**config.mk**
```make
export PLATFORM = sky130hd
export DESIGN_NAME = dmem_access_ctrl
export DESIGN_NICKNAME = d
export VERILOG_FILES = /design/src/rtl/dmem_ctrl_pkg.sv /design/src/rtl/dmem_access_ctrl.sv
export SDC_FILE = /design/constraint.sdc
export NUM_CORES = 1
export LEC_CHECK = 0
export BUFFER_PORTS_ARGS = -buffer_cell sky130_fd_sc_hd__buf_4
export CORE_UTILIZATION = 24
export CTS_CLUSTER_SIZE = 14
export DETAILED_ROUTE_END_ITERATION = 7
export GPL_TIMING_DRIVEN = 0
export SYNTH_ARGS = -nofsm -noshare
export SYNTH_HDL_FRONTEND = slang
export SYNTH_SLANG_ARGS = --single-unit
```
**constraint.sdc**
```tcl
create_clock -name clk -period 6.9 [get_ports clk]
set_input_delay 0.69 -clock clk [delete_from_list [all_inputs] [get_ports clk]]
set_output_delay 0.69 -clock clk [all_outputs]
set_load 0.02 [all_outputs]
```
**src/rtl/dmem_ctrl_pkg.sv**
```systemverilog
// Shared types and constants for the data-memory access controller.
package dmem_ctrl_pkg;

    // Access sequencer states: IDLE -> REQ -> (WAIT) -> DONE -> IDLE
    typedef enum logic [1:0] {
        IDLE = 2'd0,
        REQ  = 2'd1,
        WAIT = 2'd2,
        DONE = 2'd3
    } dmem_state_e;

    // Default bound on cycles spent in REQ+WAIT before an access is abandoned
    localparam int DEFAULT_TIMEOUT = 255;

endpackage

```
**src/rtl/dmem_access_ctrl.sv**
```systemverilog
// Memory-stage load/store sequencer for a variable-latency data-memory bus.
// Holds the F/D/E/M registers while an access is outstanding and bubbles
// MEM/WB so each memory instruction reaches WriteBack exactly once.
module dmem_access_ctrl
    import dmem_ctrl_pkg::*;
#(
    parameter int ADDR_W  = 32,
    parameter int DATA_W  = 32,
    parameter int TIMEOUT = DEFAULT_TIMEOUT
) (
    input  logic              clk,
    input  logic              rst,
    input  logic              MemReadM,
    input  logic              MemWriteM,
    input  logic [ADDR_W-1:0] ALUResultM,
    input  logic [DATA_W-1:0] WriteDataM,
    output logic              StallM,
    output logic              FlushW,
    output logic [DATA_W-1:0] ReadDataM,
    output logic              ErrM,
    output logic              mem_req,
    output logic              mem_we,
    output logic [ADDR_W-1:0] mem_addr,
    output logic [DATA_W-1:0] mem_wdata,
    input  logic              mem_gnt,
    input  logic              mem_rvalid,
    input  logic [DATA_W-1:0] mem_rdata
);

    localparam int CNT_W = $clog2(TIMEOUT + 1);
    localparam logic [CNT_W-1:0] CNT_LIMIT = CNT_W'(TIMEOUT);

    dmem_state_e       state_q;
    logic [CNT_W-1:0]  cnt_q;
    logic              req_q;
    logic              we_q;
    logic [ADDR_W-1:0] addr_q;
    logic [DATA_W-1:0] wdata_q;
    logic [DATA_W-1:0] rdata_q;
    logic              err_q;

    logic access;
    logic timeout_hit;

    // A read wins when both strobes are set, so access alone decides start.
    assign access      = MemReadM | MemWriteM;
    assign timeout_hit = (cnt_q == CNT_LIMIT);

    // Stall while an access is starting or outstanding; DONE releases the pipe.
    assign StallM = ((state_q == IDLE) && access) || (state_q == REQ) || (state_q == WAIT);
    assign FlushW = StallM;

    assign ReadDataM = rdata_q;
    assign ErrM      = err_q;
    assign mem_req   = req_q;
    assign mem_we    = we_q;
    assign mem_addr  = addr_q;
    assign mem_wdata = wdata_q;

    // Access FSM with registered bus outputs, timeout counter and load capture.
    // NOTE: all state here uses non-blocking assignments so every register
    // samples the pre-edge values, regardless of statement order.
    always_ff @(posedge clk or posedge rst) begin
        if (rst) begin
            state_q <= IDLE;
            cnt_q   <= '0;
            req_q   <= 1'b0;
            we_q    <= 1'b0;
            addr_q  <= '0;
            wdata_q <= '0;
            rdata_q <= '0;
            err_q   <= 1'b0;
        end else begin
            case (state_q)
                IDLE: begin
                    if (access) begin
                        addr_q  <= ALUResultM;
                        wdata_q <= WriteDataM;
                        we_q    <= MemWriteM & ~MemReadM;
                        req_q   <= 1'b1;
                        cnt_q   <= '0;
                        state_q <= REQ;
                    end
                end
                REQ: begin
                    // Abort takes priority so the stall is strictly bounded.
                    if (timeout_hit) begin
                        err_q   <= 1'b1;
                        rdata_q <= '0;
                        req_q   <= 1'b0;
                        state_q <= DONE;
                    end else if (mem_gnt && mem_rvalid) begin
                        if (!we_q) begin
                            rdata_q <= mem_rdata;
                        end
                        req_q   <= 1'b0;
                        state_q <= DONE;
                    end else if (mem_gnt) begin
                        req_q   <= 1'b0;
                        state_q <= WAIT;
                    end else begin
                        cnt_q <= cnt_q + CNT_W'(1);
                    end
                end
                WAIT: begin
                    if (timeout_hit) begin
                        err_q   <= 1'b1;
                        rdata_q <= '0;
                        state_q <= DONE;
                    end else if (mem_rvalid) begin
                        if (!we_q) begin
                            rdata_q <= mem_rdata;
                        end
                        state_q <= DONE;
                    end else begin
                        cnt_q <= cnt_q + CNT_W'(1);
                    end
                end
                DONE: begin
                    state_q <= IDLE;
                end
                default: begin
                    state_q <= IDLE;
                    req_q   <= 1'b0;
                end
            endcase
        end
    end

endmodule

```
==> flow_summary_export.csv <==
group,metric,value,unit
yosys,syn_area_per_cell,12.8,um2
final_layout,flow.area_growth_from_synthesis,47.0,%
drt,via_per_inst,4.26,
sta,setup_tns,0,ns
placement,place.port_buffers,202,
floorplan,fp.dieW,140,um
sta,final-hold-violation-count,0,
clocking,clockRootBuffer,"sky130_fd_sc_hd__clkbuf_16",
global_route,wire_length_of_the_first_global_routing_pass,18700,um
floorplan,die_area,19500,um2
sta,final.min_clock_period,3.48,ns
pwr,switchingPower,1.32,mW
pwr,power.combinational.fraction,51.0,%
pwr,p_leak,3.48,nW
drt,final_antenna_net_count,0,
pwr,internal_power,2.11,mW
floorplan,floorplan.die.height,140,um
sta,rsz_0062_raised_after_global_routing,"false",
floorplan,pin_count,203,
drt,detail_route.iter0.violations,136,
hold_path,hold_class,"in2async",
final_layout,post_route_cells_drive_above_1_share,50.8,%
global_route,antenna_violations_before_repair,0,
yosys,ys_ff_latch,109,
critical_path,crit_path_top_delay_cell,"sky130_fd_sc_hd__clkbuf_1",
sta,max_freq,287,MHz
critical_path,setup.worst_path.class,"reg2out",
drt,drc,0,
pwr,sw_frac_of_total,38.6,%
pwr,p_seq_share,33.1,%
critical_path,critPathMaxStageDelay,0.47,ns
sta,maxSlewHeadroom,52.9,%
clocking,cts.sink_count,109,
yosys,synth.largest_area_cell,"sky130_fd_sc_hd__dfrtp_1",
placement,dpl_worst_slack,3.51,ns
yosys,edff_count_synth,0,
critical_path,cp_max_fo,10,
placement,replace_congestion,0.737,
critical_path,worst_ep_required_time,6.21,ns
yosys,synth_top_cells_by_area,"sky130_fd_sc_hd__dfrtp_1 60%, sky130_fd_sc_hd__mux2_2 16%, sky130_fd_sc_hd__mux2i_1 7.1%",
floorplan,floorplan.core_area,18300,um2
clocking,clk_transition_reported_paths,0.07,ns
pwr,clock_power_share,15.9,%
status,outcome,"finished clean",
global_route,global_route.usage.total,12.1,%
yosys,syn-cell-area,4540,um2
global_route,grt_start_max_net_pins,58,
clocking,cts_buffer_depth,2,
sta,finalCritPeriodShare,50.5,%
yosys,synthesis.instances,356,
yosys,syn_nets,464,
global_route,grt-ovfl-total,0,
flow_run,max-cap-violations,0,
yosys,async_reset_ff_share,100,%
yosys,synth_top_cell_area_share,60.0,%
pwr,worst_ir_drop_vdd,0.266,mV
floorplan,initial_core_util,24.9,%
clocking,cts_inserted_buffers,9,
sta,tightestPinTransition,0.707,ns
final_layout,commonest_non_fill_non_tap_cell_in_the_layout,"sky130_fd_sc_hd__buf_4",
yosys,register_area_share_after_synthesis,60.0,%
clocking,post-cts-setup-buffer-count,0,
sta,clock_skew,0.00759,ns
pwr,power_density,513,nW/um2
placement,dpl_wire_length,8530,um
critical_path,cp_num_buf_inv,5,
sta,fin_ws,3.42,ns
clocking,worstSkewPairLatency,0.35,ns
sta,drv_slew,0,
clocking,cts-htree-levels,3,
sta,final-setup-viol-count,0,
drt,detailroute.via_count,3417,
critical_path,crit_path_start_kind,"flop",
final_layout,insertedDiodeCount,0,
critical_path,timing.critical_path.arrival,2.79,ns
floorplan,rows,49,
yosys,synthesis.yosys.warnings,0,
drt,postRouteWirelength,11400,um
yosys,synthFlopType,"sky130_fd_sc_hd__dfrtp_1",
clocking,tritoncts_clock_tree,"done",
drt,routedWlPerCell,14.2,um
critical_path,cp_top_family,"buffers and inverters",
critical_path,setup.worst_path.end_class,"output port",
clocking,cts-hold-fix-buffers,0,
drt,first_pass_iters,4,
global_route,first_global_vias,3684,
final_layout,nNetsFinal,678,
yosys,number_of_distinct_library_cells_after_synthesis,33,
critical_path,critical_path.cell_chain,"inv_1 -> ha_1 -> o21ai_1 -> clkbuf_1 -> clkbuf_1 -> nand2_1 -> buf_4 -> buf_4",
clocking,post_cts.resized_instances,0,
final_layout,layout_common_cells,"203 x sky130_fd_sc_hd__buf_4, 109 x sky130_fd_sc_hd__dfrtp_1, 64 x sky130_fd_sc_hd__mux2_2, 42 x sky130_fd_sc_hd__nand2_1, 36 x sky130_fd_sc_hd__inv_1",
## worst reg2reg max path, delay by kind of cell, from the launching register on
family	cells	cell delay (ns)
buffers and inverters	3	1.06
DFF	1	0.42
muxes	1	0.40
AOI/OAI and AO/OA	1	0.30
adders and majority gates	1	0.24
## power groups by stage
| stage | clock, mW | sequential [mW] | combinational [mW] |
|---|---|---|---|
| 2_1_floorplan | 0 | 1.49 | 0.695 |
| 3_3_place_gp | 0 | 1.13 | 1.73 |
| 3_5_place_dp | 0 | 1.14 | 1.77 |
| 4_1_cts | 0.570 | 1.14 | 1.77 |
| 5_1_grt | 0.591 | 1.18 | 1.88 |
| 6_report | 0.545 | 1.13 | 1.75 |
## cell families (layout without fill, tap and decap cells)
kind of cell	count (synthesis)	count (layout)	share of synthesized area (%)
buffers and inverters	52	269	4.49
DFF	109	109	60.0
and+or+nand+nor	60	60	6.03
muxes	96	96	22.9
adders and majority gates	6	6	1.65
AOI/OAI and AO/OA	33	33	4.88
## Yosys cell counts (2+ instances only)
library cell and instances:
sky130_fd_sc_hd__clkbuf_1 8, sky130_fd_sc_hd__and2_1 2, sky130_fd_sc_hd__o21ai_1 5, sky130_fd_sc_hd__buf_1 2
sky130_fd_sc_hd__o31ai_1 6, sky130_fd_sc_hd__dfrtp_1 109, sky130_fd_sc_hd__inv_1 37, sky130_fd_sc_hd__mux2i_1 32
sky130_fd_sc_hd__nand3_1 3, sky130_fd_sc_hd__nor2_1 3, sky130_fd_sc_hd__nand2b_1 2, sky130_fd_sc_hd__a21oi_1 4
sky130_fd_sc_hd__o21ai_0 10, sky130_fd_sc_hd__nand2_1 42, sky130_fd_sc_hd__buf_2 4, sky130_fd_sc_hd__ha_1 6
sky130_fd_sc_hd__and4_4 2, sky130_fd_sc_hd__mux2_2 64
## layer usage
| metal | wire length, um | global-route usage (%) | vias up |
|---|---|---|---|
| li1 | - | - | 1617 |
| met1 | 4930 | 14.6 | 1629 |
| met2 | 5410 | 20.3 | 162 |
| met3 | 875 | 4.03 | 9 |
| met4 | 144 | 4.16 | 0 |
| met5 | 0 | 0 | - |
## registers in the layout, indices dropped and copies added (netlist names)
signal,count
ErrM,1
mem_we,1
mem_wdata,32
cnt_q,8
mem_addr,32
ReadDataM,32
mem_req,1
state_q,2
## metrics by stage
step / cell area, um2 / hold WS (ns) / instances / power (mW) / util, %
2_1_floorplan: 4540 / 0.463 / 356 / 2.19 / -
3_3_place_gp: 6350 / 0.450 / 787 / 2.86 / 34.7
3_5_place_dp: 6380 / 0.454 / 788 / 2.92 / 34.9
4_1_cts: 6680 / 0.471 / 802 / 3.48 / 36.6
5_1_grt: 6680 / 0.497 / 802 / 3.65 / 36.6
6_report: 6680 / 0.456 / 802 / 3.43 / 36.6
## path summary, 6_finish.rpt
path,depth (start not counted),end,start,slack [ns]
worst max-delay path,8,StallM,state_q[0]$_DFFE_PP0P_,3.42
worst min-delay path,2,mem_wdata[31]$_DFFE_PP0P_,rst,0.46
worst max register to register,6,mem_wdata[8]$_DFFE_PP0P_,state_q[0]$_DFFE_PP0P_,4.36
worst min register to register,1,ErrM$_DFFE_PP0P_,ErrM$_DFFE_PP0P_,0.46
max in group asynchronous,3,mem_req$_DFFE_PP0P_,rst,5.72
min in group clk,1,ErrM$_DFFE_PP0P_,ErrM$_DFFE_PP0P_,0.46
## final cells by class
cell class / instances / area, um2
Inverter: 37 / 141
Clock buffer: 10 / 229
Timing Repair Buffer: 203 / 1540
Buffer: 15 / 65.1
Multi-Input combinational cell: 195 / 1610
Tap cell: 229 / 287
Clock inverter: 4 / 75.1
Fill cell: 1806 / 11600
Sequential cell: 109 / 2730
No activity file was read; power rests on OpenSTA's default activity.
